===== src/rtl/reg_file_pkg.sv =====
// Shared processor package: datapath widths and write-back buffer state encoding,
// common to the register file, ALU and control unit.
package reg_file_pkg;

  localparam int DATA_W_DEF = 8;
  localparam int ADDR_W_DEF = 3;

  typedef enum logic {
    IDLE = 1'b0,
    HOLD = 1'b1
  } wb_state_t;

endpackage


===== src/rtl/reg_file.sv =====
// Register file with two combinational read ports and one write port fronted by
// a one-entry write-back buffer that parks a write while memory stalls.
module reg_file
  import reg_file_pkg::*;
#(
  parameter int DATA_W = DATA_W_DEF,
  parameter int ADDR_W = ADDR_W_DEF
) (
  input  logic              CLK,
  input  logic              RESET_N,
  input  logic [DATA_W-1:0] IN,
  input  logic [ADDR_W-1:0] INADDRESS,
  input  logic              WRITE,
  input  logic              BUSYWAIT,
  input  logic [ADDR_W-1:0] OUT1ADDRESS,
  input  logic [ADDR_W-1:0] OUT2ADDRESS,
  output logic [DATA_W-1:0] OUT1,
  output logic [DATA_W-1:0] OUT2,
  output logic              PENDING
);

  localparam int DEPTH = 2 ** ADDR_W;

  logic [DATA_W-1:0] regs [DEPTH];

  wb_state_t         state, state_next;
  logic [ADDR_W-1:0] buf_addr;
  logic [DATA_W-1:0] buf_data;

  logic              we;
  logic [ADDR_W-1:0] waddr;
  logic [DATA_W-1:0] wdata;
  logic              buf_load;

  // NOTE: every output of this block gets a default first, so no path leaves a
  // signal unassigned and no latch is inferred.
  always_comb begin
    state_next = state;
    we         = 1'b0;
    waddr      = INADDRESS;
    wdata      = IN;
    buf_load   = 1'b0;
    unique case (state)
      IDLE: begin
        if (WRITE) begin
          if (BUSYWAIT) begin
            buf_load   = 1'b1;
            state_next = HOLD;
          end else begin
            we = 1'b1;
          end
        end
      end
      HOLD: begin
        if (!BUSYWAIT) begin
          // A fresh write at the release edge supersedes the parked one.
          we         = 1'b1;
          state_next = IDLE;
          if (!WRITE) begin
            waddr = buf_addr;
            wdata = buf_data;
          end
        end else if (WRITE) begin
          buf_load = 1'b1;
        end
      end
      default: state_next = IDLE;
    endcase
  end

  // NOTE: the array is reset asynchronously along with the control state, because
  // reads must show zero the moment RESET_N falls, not after the next clock.
  always_ff @(posedge CLK or negedge RESET_N) begin
    if (!RESET_N) begin
      state    <= IDLE;
      buf_addr <= '0;
      buf_data <= '0;
      for (int i = 0; i < DEPTH; i++) regs[i] <= '0;
    end else begin
      state <= state_next;
      if (buf_load) begin
        buf_addr <= INADDRESS;
        buf_data <= IN;
      end
      if (we) regs[waddr] <= wdata;
    end
  end

  // No bypass: a write becomes visible only once the array itself has changed.
  assign OUT1    = regs[OUT1ADDRESS];
  assign OUT2    = regs[OUT2ADDRESS];
  assign PENDING = (state == HOLD);

endmodule


===== config.mk =====
export PLATFORM = sky130hd
export DESIGN_NAME = reg_file
export DESIGN_NICKNAME = d
export VERILOG_FILES = /design/src/rtl/reg_file_pkg.sv /design/src/rtl/reg_file.sv
export SDC_FILE = /design/constraint.sdc
export NUM_CORES = 1
export LEC_CHECK = 0
export ABC_AREA = 1
export BUFFER_PORTS_ARGS = -buffer_cell sky130_fd_sc_hd__clkbuf_2
export CAP_MARGIN = 25
export CORE_AREA = 5 5 98 100
export CTS_CLUSTER_DIAMETER = 150
export DETAILED_ROUTE_END_ITERATION = 10
export DIE_AREA = 0 0 103 105
export PLACE_DENSITY = 0.78
export SYNTH_ARGS = -nofsm -noshare
export SYNTH_HDL_FRONTEND = slang
export SYNTH_SLANG_ARGS = --single-unit

===== constraint.sdc =====
create_clock -name CLK -period 3.92 [get_ports CLK]
set_clock_uncertainty 0.15 [all_clocks]
set_input_delay 0.392 -clock CLK [delete_from_list [all_inputs] [get_ports CLK]]
set_output_delay 0.392 -clock CLK [all_outputs]
set_load 0.005 [all_outputs]

# After elaboration in Yosys (flattened, before gate mapping)
# Index checks and enable logic that the tools add are counted.
# classes
n_reduce_logical	1
bitwise_logic	4
n_lt_le_gt_ge	4
mux	24
# op_table
cell	count
$bwmux W64	1
$mux W8	8
$bmux W8 S3	2
$demux W8 S3	1
$ge A4 B4 Y1 const B	3
$not A3 Y4	3
$mux W3	3
$mux W1	6
$pmux W1 S2	3
$lt A4 B1 Y1 const B	1
$logic_and A1 B1 Y1	1
$not A1 Y1	1
# word_totals
wordCells	44
in_bits	21
output_inout_bits	17
ff_bits	76

# Depth between registers and ports, before layout
# Gate-level depths: netlist of run 1.
# logic_depth
depth_word	9
mapped_depth	9
mapped_depth_nobuf	8

# Least setup slack after synthesis of run 1
# No wires, ideal clock.
# synth_path
path_kind	input-to-output
from	in OUT1ADDRESS[0]
to	out OUT1[5]
stages	7
n_path_buf	2
slack_ns	2.142
arrival_time_ns	1.236
t_required_ns	3.378
path_cell_list	clkbuf_1 > inv_1 > buf_2 > nor2_1 > o21ai_0 > nand2_1 > nand2_1
# synth_via
elab_chain_len	4
# synth_lines
item	line	source
start: declaration	reg_file.sv:15	input logic [ADDR_W-1:0] OUT1ADDRESS,
$not A3 Y4 (not written as such)	reg_file.sv:90	assign OUT1 = regs[OUT1ADDRESS];
$bmux W8 S3	reg_file.sv:90	
$mux W8 (not written as such) (2 in series)	reg_file.sv:90	
end: declaration	reg_file.sv:17	output logic [DATA_W-1:0] OUT1,
# Every way passes these cells. The select of a mux whose other input is x is not followed.

# Worst setup path in the final report of run 1
# layout_path
from	in OUT2ADDRESS[0]
to	out OUT2[7]
# layout_via
elab_chain_len	4
# layout_lines
item	line	source
start: declaration	reg_file.sv:16	input logic [ADDR_W-1:0] OUT2ADDRESS,
$not A3 Y4 (not written as such)	reg_file.sv:91	assign OUT2 = regs[OUT2ADDRESS];
$bmux W8 S3	reg_file.sv:91	
$mux W8 (not written as such) (2 in series)	reg_file.sv:91	
end: declaration	reg_file.sv:18	output logic [DATA_W-1:0] OUT2,
# Every way passes these cells. The select of a mux whose other input is x is not followed.

==> impl_metrics.py, run 1 <==
metrics = {
    "cells_and_area": {
        "area_growth_syn_to_layout_pct": 8.02,
        "nets": 657,
        "stdcell_area_sq_um": 4840,
        "layout.cells.non_filler": 747,
        "drive_gt1_share_pct": 12.8,
        "diodes": 0,
    },
    "die": {
        "coreArea_sq_um": 8590,
        "die_y_um": 105,
        "io-pin-count": 38,
        "start_util_pct": 52.1,
        "row_count": 34,
        "die-area_sq_um": 10800,
        "dieWidth_um": 103,
    },
    "clock_tree": {
        "cts_setup_buffers": 0,
        "clock-sinks": 76,
        "cts_resized": 0,
        "h-tree-depth": 3,
        "clockBufferDepth": 2,
        "root_buffer": "clkbuf_8",
        "clkLatencyLatePin_ns": 0.35,
        "tritoncts": "built",
        "cts_buffers": 9,
        "clkTransAtPathRegs_ns": 0.08,
    },
    "pwr": {
        "p_leak_nw": 2.50,
        "power_density_nw_per_um2": 489,
        "p_sw_share_pct": 35.1,
        "combPwrFrac_pct": 24.5,
        "switchingPower_mw": 0.830,
        "total_power_mw": 2.37,
        "ir_worst_vdd_mv": 0.326,
        "p_clk_share_pct": 26.7,
        "p_seq_share_pct": 48.7,
        "p_int_mw": 1.54,
    },
    "logic_synthesis": {
        "synth_area_sq_um": 4480,
        "synth_nets": 641,
        "yosys-top-cells-area": "dfrtp_1 (42%), nand2_1 (16%), o21ai_0 (12%)",
        "yosysMostFrequentCell": "nand2_1",
        "syn_inst": 620,
        "yosys.area.top_type": "dfrtp_1",
        "async_flop_share_pct": 100,
        "syn_area_per_cell_sq_um": 7.22,
        "ys_seq_area_share_pct": 42.5,
        "synth_warnings": 0,
        "synth_cell_types": 18,
        "synthTopCellsByCount": "nand2_1 (192), o21ai_0 (107), dfrtp_1 (76)",
        "synth-edff-count": 0,
        "yosys.area.top_type_share_pct": 42.5,
        "ys.flop_type": "dfrtp_1",
        "ys_ff_latch": 76,
    },
    "route": {
        "drc": 0,
        "wire_per_inst_um": 15.8,
        "initialDrtViolationCount": 364,
        "postRouteAntennaNets": 0,
        "via_per_inst": 5.68,
        "vias": 4246,
        "wl_mm": 11.8,
        "first_pass_iters": 5,
    },
    "placed_design": {
        "placedInstanceArea_sq_um": 4600,
        "numPortBuffers": 37,
        "gp_congestion": 0.922,
        "place_inst": 731,
        "dp_hpwl_mm": 8.22,
    },
    "run": {
        "maxCapViolations": 0,
    },
    "grt": {
        "overflow": 0,
        "grt_max_degree": 77,
        "grt_pass1_wl_mm": 19.5,
        "antenna_found_initial": 0,
        "grt.total_usage_pct": 22.7,
        "grt_pass1_vias": 3784,
    },
    "timing": {
        "max_slew_margin_pct": 33.1,
        "period_share_pct": 64.4,
        "hold_viol": 0,
        "min_period_ns": 2.52,
        "tightestPinTransition_ns": 1.00,
        "rsz0062_at_grt": "false",
        "slew_violations": 0,
        "fin_setup_tns_ns": 0,
        "finalSetupViolCount": 0,
        "timing.fmax_ghz": 0.396,
    },
    "worst_setup_path": {
        "r2r_slack_ns": 1.63,
        "start_kind": "primary input",
        "r2r_cells": 7,
        "path_class": "in -> out",
        "critPathCaptureType": "primary output",
        "crit_fanout": 49,
        "r2r-start": "PENDING$_DFF_PN0_",
        "critical_path_arrival_ns": 1.98,
        "worstReg2RegEnd": "regs[3]$_DFFE_PN0P_",
        "critPathRequiredTime_ns": 3.38,
    },
    "worst_hold_path": {
        "hold_path_class": "in -> reg",
        "hold_end": "buf_data[3]$_DFFE_PN0P_",
        "whs_path_depth": 3,
        "worstHoldStart": "IN[3]",
    },
    "run_status": {
        "status": "finished clean",
    },
}
[how the worst max path moves through the flow]
stage / from / to / slack [ns] / cells after the start
2_1_floorplan: OUT1ADDRESS[0] / OUT1[5] / 2.14 / 7
3_3_place_gp: OUT2ADDRESS[0] / OUT2[7] / 1.52 / 7
3_5_place_dp: OUT2ADDRESS[0] / OUT2[7] / 1.45 / 7
4_1_cts: OUT2ADDRESS[0] / OUT2[7] / 1.44 / 7
5_1_grt: OUT2ADDRESS[0] / OUT2[7] / 1.21 / 7
6_report: OUT2ADDRESS[0] / OUT2[7] / 1.40 / 7
[per-stage QoR]
step	hold WS [ns]	worst slack, ns	utilization, %
3_3_place_gp	0.305	1.52	53.5
4_1_cts	0.0661	1.44	55.9
2_1_floorplan	-0.0536	2.14	-
6_report	0.144	1.40	56.3
5_1_grt	0.163	1.21	56.3
3_5_place_dp	0.308	1.45	53.5
[state kept, by name, indices dropped and copies added, names as in the netlist]
signal / flops
PENDING: 1
regs: 64
buf_addr: 3
buf_data: 8
[routing by layer]
metal  up-vias  share of wire (%)  track usage [%]
met5         -                  0                0
met4         0                1.6             6.57
met3        22                 12             7.06
met2       202                 42             30.2
met1      1964                 45             35.2
li1       2058                  -                -
[power by group through the flow]
stage	logic [mW]	clock network (mW)	registers (mW)
2_1_floorplan	0.416	0	1.09
3_3_place_gp	0.549	0	1.15
3_5_place_dp	0.569	0	1.16
4_1_cts	0.573	0.642	1.14
5_1_grt	0.676	0.673	1.18
6_report	0.580	0.633	1.15
[kinds of logic (layout without fill, tap and decap cells)]
| group | Yosys count | after routing | synth area share [%] |
|---|---|---|---|
| DFF | 76 | 76 | 42.5 |
| and+or+nand+nor | 328 | 328 | 33.1 |
| buffers and inverters | 68 | 87 | 7.49 |
| AOI/OAI and AO/OA | 148 | 148 | 17.0 |
[layout by cell type (no fill, tap or decap), drive strengths merged]
| cell type | Yosys | final |
|---|---|---|
| nand3b | 2 | 2 |
| dlygate4sd3 | 0 | 1 |
| a21oi | 40 | 40 |
| nand2 | 209 | 209 |
| clkinv | 0 | 3 |
| clkbuf | 19 | 45 |
| o21ai | 108 | 108 |
| nand3 | 68 | 68 |
| inv | 33 | 33 |
| dfrtp | 76 | 76 |
| bufinv | 0 | 2 |
| buf | 16 | 3 |
| nor2 | 49 | 49 |
[worst max-delay path: stages]
cell and delay, ns:
clkbuf_2 0.59, inv_1 0.44, nor2_1 0.17, o21ai_0 0.11, nand2_1 0.10, nand2_1 0.06
clkbuf_2 0.11
[final cells by class]
cell class / instances / area [sq um]
Timing Repair Buffer: 40 / 233
Sequential cell: 76 / 1900
Clock buffer: 9 / 124
Multi-Input combinational cell: 476 / 2240
Tap cell: 108 / 135
Inverter: 33 / 124
Fill cell: 809 / 3760
Clock inverter: 5 / 78.8
[timing repair]
item,in CTS,in global routing
endpoints found under the hold margin,0,76
endpoints found under the setup margin,0,0
hold buffers,0,1
Note: power is estimated with default switching activity, not from simulation.
==> run 2: changes to the inputs <==
==> constraint.sdc (replaced) <==
create_clock -name CLK -period 2.5 [get_ports CLK]
set_clock_uncertainty 0.15 [all_clocks]
set_input_delay 0.25 -clock CLK [delete_from_list [all_inputs] [get_ports CLK]]
set_output_delay 0.25 -clock CLK [all_outputs]
set_load 0.005 [all_outputs]
==> impl_metrics.py, run 2 (synthesis gave the netlist of run 1 again) <==
metrics = {
    "worst_setup_path": {
        "crit_fanout": 18,
        "slowest_stage": "dfrtp_1",
        "critPathBufInv": 1,
        "crit_family": "simple AND/OR/NAND/NOR gates",
        "start_kind": "flip-flop",
        "cp_cell_sequence": "nand2_2 -> buf_4 -> nand2_1 -> nand2_2 -> nor2_8 -> nand2_2 -> nand2_1 -> nand2_1",
        "crit_path_max_incr_delay_ns": 0.54,
        "critPathCaptureType": "flip-flop",
        "critPathRequiredTime_ns": 2.59,
        "critical_path_arrival_ns": 2.09,
        "path_class": "reg -> reg",
    },
    "pwr": {
        "combPwrFrac_pct": 24.5,
        "p_clk_share_pct": 26.1,
        "p_sw_share_pct": 36.4,
        "p_int_mw": 2.36,
        "p_leak_nw": 2.53,
        "switchingPower_mw": 1.35,
        "power_density_nw_per_um2": 762,
        "p_seq_share_pct": 49.5,
        "ir_worst_vdd_mv": 0.398,
    },
    "grt": {
        "overflow": 0,
        "grt_pass1_wl_mm": 19.5,
        "grt.total_usage_pct": 22.7,
        "grt_max_degree": 77,
        "antenna_found_initial": 0,
        "grt_pass1_vias": 3961,
    },
    "route": {
        "postRouteAntennaNets": 0,
        "drc": 0,
        "wire_per_inst_um": 15.5,
        "wl_mm": 11.8,
        "vias": 4299,
        "first_pass_iters": 7,
        "via_per_inst": 5.69,
        "initialDrtViolationCount": 380,
    },
    "run_status": {
        "status": "finished clean",
    },
    "timing": {
        "max_slew_margin_pct": 37.5,
        "hold_viol": 0,
        "rsz0062_at_grt": "false",
        "timing.fmax_ghz": 0.500,
        "fin_setup_tns_ns": 0,
        "period_share_pct": 80.1,
        "min_period_ns": 2.00,
        "hold_slack_ns": 0.0139,
        "slew_violations": 0,
        "tightestPinTransition_ns": 0.938,
        "finalSetupViolCount": 0,
    },
    "die": {
        "row_count": 34,
        "coreArea_sq_um": 8590,
        "die-area_sq_um": 10800,
        "die_y_um": 105,
        "io-pin-count": 38,
        "start_util_pct": 52.1,
        "dieWidth_um": 103,
    },
    "clock_tree": {
        "tritoncts": "built",
        "h-tree-depth": 3,
        "clock-sinks": 76,
        "clockBufferDepth": 2,
        "clkTransAtPathRegs_ns": 0.08,
        "cts_resized": 0,
        "root_buffer": "clkbuf_8",
        "clkLatencyLatePin_ns": 0.34,
        "cts_buffers": 9,
    },
    "cells_and_area": {
        "area_growth_syn_to_layout_pct": 8.86,
        "largest_reg_flops": 64,
        "layout.cells.non_filler": 756,
        "largestRegisters": "regs (64), buf_data (8), buf_addr (3)",
        "fillers": 826,
        "final_common_cell": "nand2_1",
        "stdcell_area_sq_um": 4870,
        "diodes": 0,
        "drive_gt1_share_pct": 14.0,
        "nets": 664,
        "top_register": "regs",
        "final_cell_mix": "nand2_1 (192), o21ai_0 (107), dfrtp_1 (76)",
    },
    "run": {
        "maxCapViolations": 0,
    },
    "placed_design": {
        "numPortBuffers": 37,
        "dp_hpwl_mm": 8.40,
        "place_inst": 739,
        "placedInstanceArea_sq_um": 4660,
        "gp_congestion": 0.857,
    },
    "worst_hold_path": {
        "hold_path_class": "in -> reg",
    },
}
==> run 2: cell count changes in the layout (fill, tap and decap cells not counted), sizes merged <==
cell / previous run / this run
bufinv: 2 / 1
clkbuf: 45 / 46
buf: 3 / 10
inv: 33 / 35
==> run 2: worst paths after layout <==
path	from	endpoint	slack, ns	cells after the start
setup / recovery	PENDING$_DFF_PN0_	regs[46]$_DFFE_PN0P_	0.50	8
hold / removal	IN[2]	buf_data[2]$_DFFE_PN0P_	0.01	3
setup reg to reg	PENDING$_DFF_PN0_	regs[46]$_DFFE_PN0P_	0.50	8
hold reg to reg	regs[18]$_DFFE_PN0P_	regs[18]$_DFFE_PN0P_	0.33	2
max in group asynchronous	RESET_N	buf_addr[0]$_DFFE_PN0P_	1.13	2
min in group asynchronous	RESET_N	regs[8]$_DFFE_PN0P_	0.45	2
==> run 2: power by group through the flow <==
stage               Combinational (mW)  Sequential, mW  Clock (mW)
finish                           0.909            1.84       0.968
global route                      1.05            1.86        1.04
CTS                              0.904            1.81       0.987
detailed placement               0.898            1.84           0
global placement                 0.863            1.82           0
floorplan                        0.652            1.71           0
==> run 2: per-stage QoR <==
stage	worst slack (ns)	total power [mW]	utilization, %
floorplan	0.923	2.36	-
global placement	0.596	2.68	54.2
detailed placement	0.523	2.73	54.2
CTS	0.500	3.71	56.7
global route	0.308	3.95	56.7
finish	0.498	3.72	56.7
==> run 2: worst register-to-register path, delay by kind of cell, from the launching register on <==
kind,cells,cell delay [ns]
AND/OR/NAND/NOR,7,0.98
flip-flops,1,0.54
buffers and inverters,1,0.23
==> run 2: per-layer routing <==
metal	GRT usage [%]	wire length, um	up-vias
met3	5.40	1340	22
met5	0	0	-
li1	-	-	2079
met2	31.9	4900	212
met4	7.03	233	0
met1	34.4	5280	1986
==> run 2: layout make-up <==
cell class / instances / area, sq um / share of cell area (%)
Clock buffer: 10 / 138 / 2.82
Inverter: 33 / 124 / 2.54
Sequential cell: 76 / 1900 / 39.0
Tap cell: 108 / 135 / 2.77
Timing Repair Buffer: 47 / 265 / 5.44
Multi-Input combinational cell: 476 / 2240 / 46.0
Clock inverter: 6 / 70.1 / 1.44
==> run 2: timing repair <==
action / in CTS / in global routing
hold endpoints to repair: 76 / 0
setup buffers: 0 / 0
hold buffers: 1 / 0
==> run 3: changes to the inputs <==
==> config.mk (replaced) <==
export PLATFORM = sky130hd
export DESIGN_NAME = reg_file
export DESIGN_NICKNAME = d
export VERILOG_FILES = /design/src/rtl/reg_file_pkg.sv /design/src/rtl/reg_file.sv
export SDC_FILE = /design/constraint.sdc
export NUM_CORES = 1
export LEC_CHECK = 0
export ABC_AREA = 0
export BUFFER_PORTS_ARGS = -buffer_cell sky130_fd_sc_hd__clkbuf_2
export CAP_MARGIN = 25
export CORE_AREA = 5 5 93 95
export CTS_CLUSTER_DIAMETER = 150
export DETAILED_ROUTE_END_ITERATION = 10
export DIE_AREA = 0 0 98 100
export PLACE_DENSITY = 0.79
export SYNTH_ARGS = -nofsm -noshare
export SYNTH_HDL_FRONTEND = slang
export SYNTH_SLANG_ARGS = --single-unit
==> constraint.sdc (replaced) <==
create_clock -name CLK -period 2 [get_ports CLK]
set_clock_uncertainty 0.15 [all_clocks]
set_input_delay 0.2 -clock CLK [delete_from_list [all_inputs] [get_ports CLK]]
set_output_delay 0.2 -clock CLK [all_outputs]
set_load 0.005 [all_outputs]
==> impl_metrics.py, run 3 <==
metrics = {
    "grt": {
        "grt_pass1_vias": 2667,
        "grtUsageMet2_pct": 31.0,
        "grt.total_usage_pct": 19.0,
        "overflow": 0,
        "grt_pass1_wl_mm": 14.3,
        "busiest_layer": "met2",
        "met1_usage_pct": 26.3,
        "grt_max_degree": 44,
        "use_met3_pct": 2.85,
        "antenna_found_initial": 0,
    },
    "logic_synthesis": {
        "syn_area_per_cell_sq_um": 16.2,
        "ys.flop_type": "dfrtp_1",
        "synth-edff-count": 0,
        "synth_area_sq_um": 4060,
        "yosys.area.top_type": "dfrtp_1",
        "synthMuxAreaShare_pct": 47.1,
        "synth_top_family_by_area": "multiplexers",
        "synth-adder-area-share_pct": 0,
        "synth_compound_area_share_pct": 0.709,
        "yosysMostFrequentCell": "mux2_2",
        "synth_nets": 271,
        "syn_inst": 250,
        "async_flop_share_pct": 100,
        "ys_ff_latch": 76,
        "synthTopCellsByCount": "mux2_2 (91), dfrtp_1 (76), mux4_2 (32)",
        "ys_seq_area_share_pct": 46.9,
        "synthXorXnorAreaFrac_pct": 0,
        "yosys.area.top_type_share_pct": 46.9,
        "yosys-top-cells-area": "dfrtp_1 (47%), mux2_2 (25%), mux4_2 (18%)",
        "synth_cell_types": 24,
        "synthSimpleGateAreaFrac_pct": 3.42,
        "synth_warnings": 0,
    },
    "cells_and_area": {
        "final_cell_mix": "mux2_2 (88), dfrtp_1 (76), clkbuf_2 (36)",
        "largestRegisters": "regs (64), buf_data (8), buf_addr (3)",
        "largest_reg_flops": 64,
        "top_register": "regs",
        "fillers": 565,
        "final_common_cell": "mux2_2",
        "diodes": 0,
        "multi_input_area_sq_um": 2160,
        "area_growth_syn_to_layout_pct": 21.1,
        "regArea_sq_um": 1900,
        "nets": 335,
        "drive_gt1_share_pct": 66.7,
        "fin_util_pct": 64.3,
        "stdcell_area_sq_um": 4920,
    },
    "worst_setup_path": {
        "r2r_slack_ns": 0.04,
        "critPathRequiredTime_ns": 1.65,
        "worstReg2RegEnd": "regs[24]$_DFFE_PN0P_",
        "critPathCaptureType": "primary output",
        "r2r-start": "PENDING$_DFF_PN0_",
        "cp_cell_sequence": "mux4_2 -> mux2_4 -> clkbuf_2",
        "slowest_stage": "mux4_2",
        "critical_path_arrival_ns": 1.63,
        "path_class": "reg -> out",
        "crit_path_max_incr_delay_ns": 0.46,
        "crit_fanout": 3,
        "start_kind": "flip-flop",
        "r2r_cells": 5,
    },
    "placed_design": {
        "dp_hpwl_mm": 5.59,
        "gp_congestion": 0.754,
        "numPortBuffers": 37,
        "place_ws_ns": -0.0877,
        "placedInstanceArea_sq_um": 4480,
    },
    "route": {
        "first_pass_iters": 4,
        "drc": 0,
        "wire_per_inst_um": 21.1,
        "vias": 2490,
        "via_per_inst": 5.93,
        "postRouteAntennaNets": 0,
        "initialDrtViolationCount": 82,
        "wl_mm": 8.88,
    },
    "timing": {
        "slew_violations": 0,
        "rsz0062_at_grt": "true",
        "finalSetupViolCount": 0,
        "tightestPinTransition_ns": 0.536,
        "fin_ws_ns": 0.0220,
        "timing.fmax_ghz": 0.506,
        "min_period_ns": 1.98,
        "max_slew_margin_pct": 64.2,
        "hold_slack_ns": 0.0400,
        "hold_viol": 0,
        "period_share_pct": 98.9,
    },
    "worst_hold_path": {
        "hold_end": "PENDING$_DFF_PN0_",
        "hold_path_class": "in -> reg",
        "whs_path_depth": 2,
        "worstHoldStart": "WRITE",
    },
    "die": {
        "start_util_pct": 53.1,
        "die_y_um": 100,
        "die-area_sq_um": 9800,
        "row_count": 32,
        "io-pin-count": 38,
        "coreArea_sq_um": 7650,
        "dieWidth_um": 98,
    },
    "clock_tree": {
        "tritoncts": "built",
        "clkLatencyLatePin_ns": 0.35,
        "root_buffer": "clkbuf_8",
        "h-tree-depth": 3,
        "clock-sinks": 76,
        "clockBufferDepth": 2,
        "cts_buffers": 9,
        "clkTransAtPathRegs_ns": 0.08,
    },
    "pwr": {
        "power_density_nw_per_um2": 992,
        "ir_worst_vdd_mv": 0.513,
        "p_leak_nw": 2.15,
        "total_power_mw": 4.88,
    },
    "run_status": {
        "status": "finished clean",
    },
    "run": {
        "maxCapViolations": 0,
    },
}
==> run 3: worst max path at each step <==
stage	from	endpoint	slack [ns]	cells past startpoint
2_1_floorplan	OUT1ADDRESS[0]	OUT1[0]	0.14	4
3_3_place_gp	WRITE	regs[59]$_DFFE_PN0P_	-0.02	7
3_5_place_dp	PENDING$_DFF_PN0_	regs[55]$_DFFE_PN0P_	-0.09	4
4_1_cts	PENDING$_DFF_PN0_	regs[19]$_DFFE_PN0P_	-0.06	5
5_1_grt	PENDING$_DFF_PN0_	regs[50]$_DFFE_PN0P_	-0.04	4
6_report	regs[57]$_DFFE_PN0P_	OUT2[1]	0.02	3
==> run 3: logic make-up (layout without fill, tap and decap cells) <==
group,Yosys count,count (layout)
AO/OA/AOI/OAI,3,3
flip-flops,76,76
buffers and inverters,14,82
AND/OR/NAND/NOR,22,22
multiplexers,135,135
==> run 3: stage by stage <==
stage | TNS (ns) | instances
6_report | 0 | 420
3_3_place_gp | -0.118 | 389
2_1_floorplan | 0 | 250
3_5_place_dp | -2.98 | 389
4_1_cts | -1.30 | 416
5_1_grt | -0.534 | 420
==> run 3: final cells by class <==
type | count | share of cell area [%]
tap | 102 | 2.60
timing repair buffer | 67 | 11.0
clock inverter | 2 | 0.712
clock buffer | 13 | 3.03
sequential | 76 | 38.7
multi-input combinational | 160 | 43.9
==> run 3: power by group <==
group          internal, mW  switching (mW)  leakage (nW)
sequential             1.98           0.310         0.920
combinational         0.986           0.465          1.13
clock                 0.604           0.535        0.0935
total                  3.57            1.31          2.15
==> run 3: layer usage <==
metal | part of all wire, % | wire length, um
met3 | 4.1 | 365
met2 | 49 | 4390
met1 | 45 | 4010
met5 | 0 | 0
met4 | 1.3 | 112
==> run 3: repair_timing <==
| action | 4_1_cts | 5_1_grt |
|---|---|---|
| gates resized for setup | 3 | 14 |
| hold buffers | 12 | 0 |
| setup buffers | 0 | 3 |
| gates cloned | 0 | 1 |
| endpoints found under the setup margin | 56 | 69 |
| pin swaps | 1 | 2 |
| endpoints found under the hold margin | 44 | 0 |
==> run 3: worst max-delay path: cells and delay by family, from the launching register on <==
| family | cells | cell delay, ns |
|---|---|---|
| muxes | 2 | 0.75 |
| buffers and inverters | 1 | 0.11 |
| DFF | 1 | 0.42 |
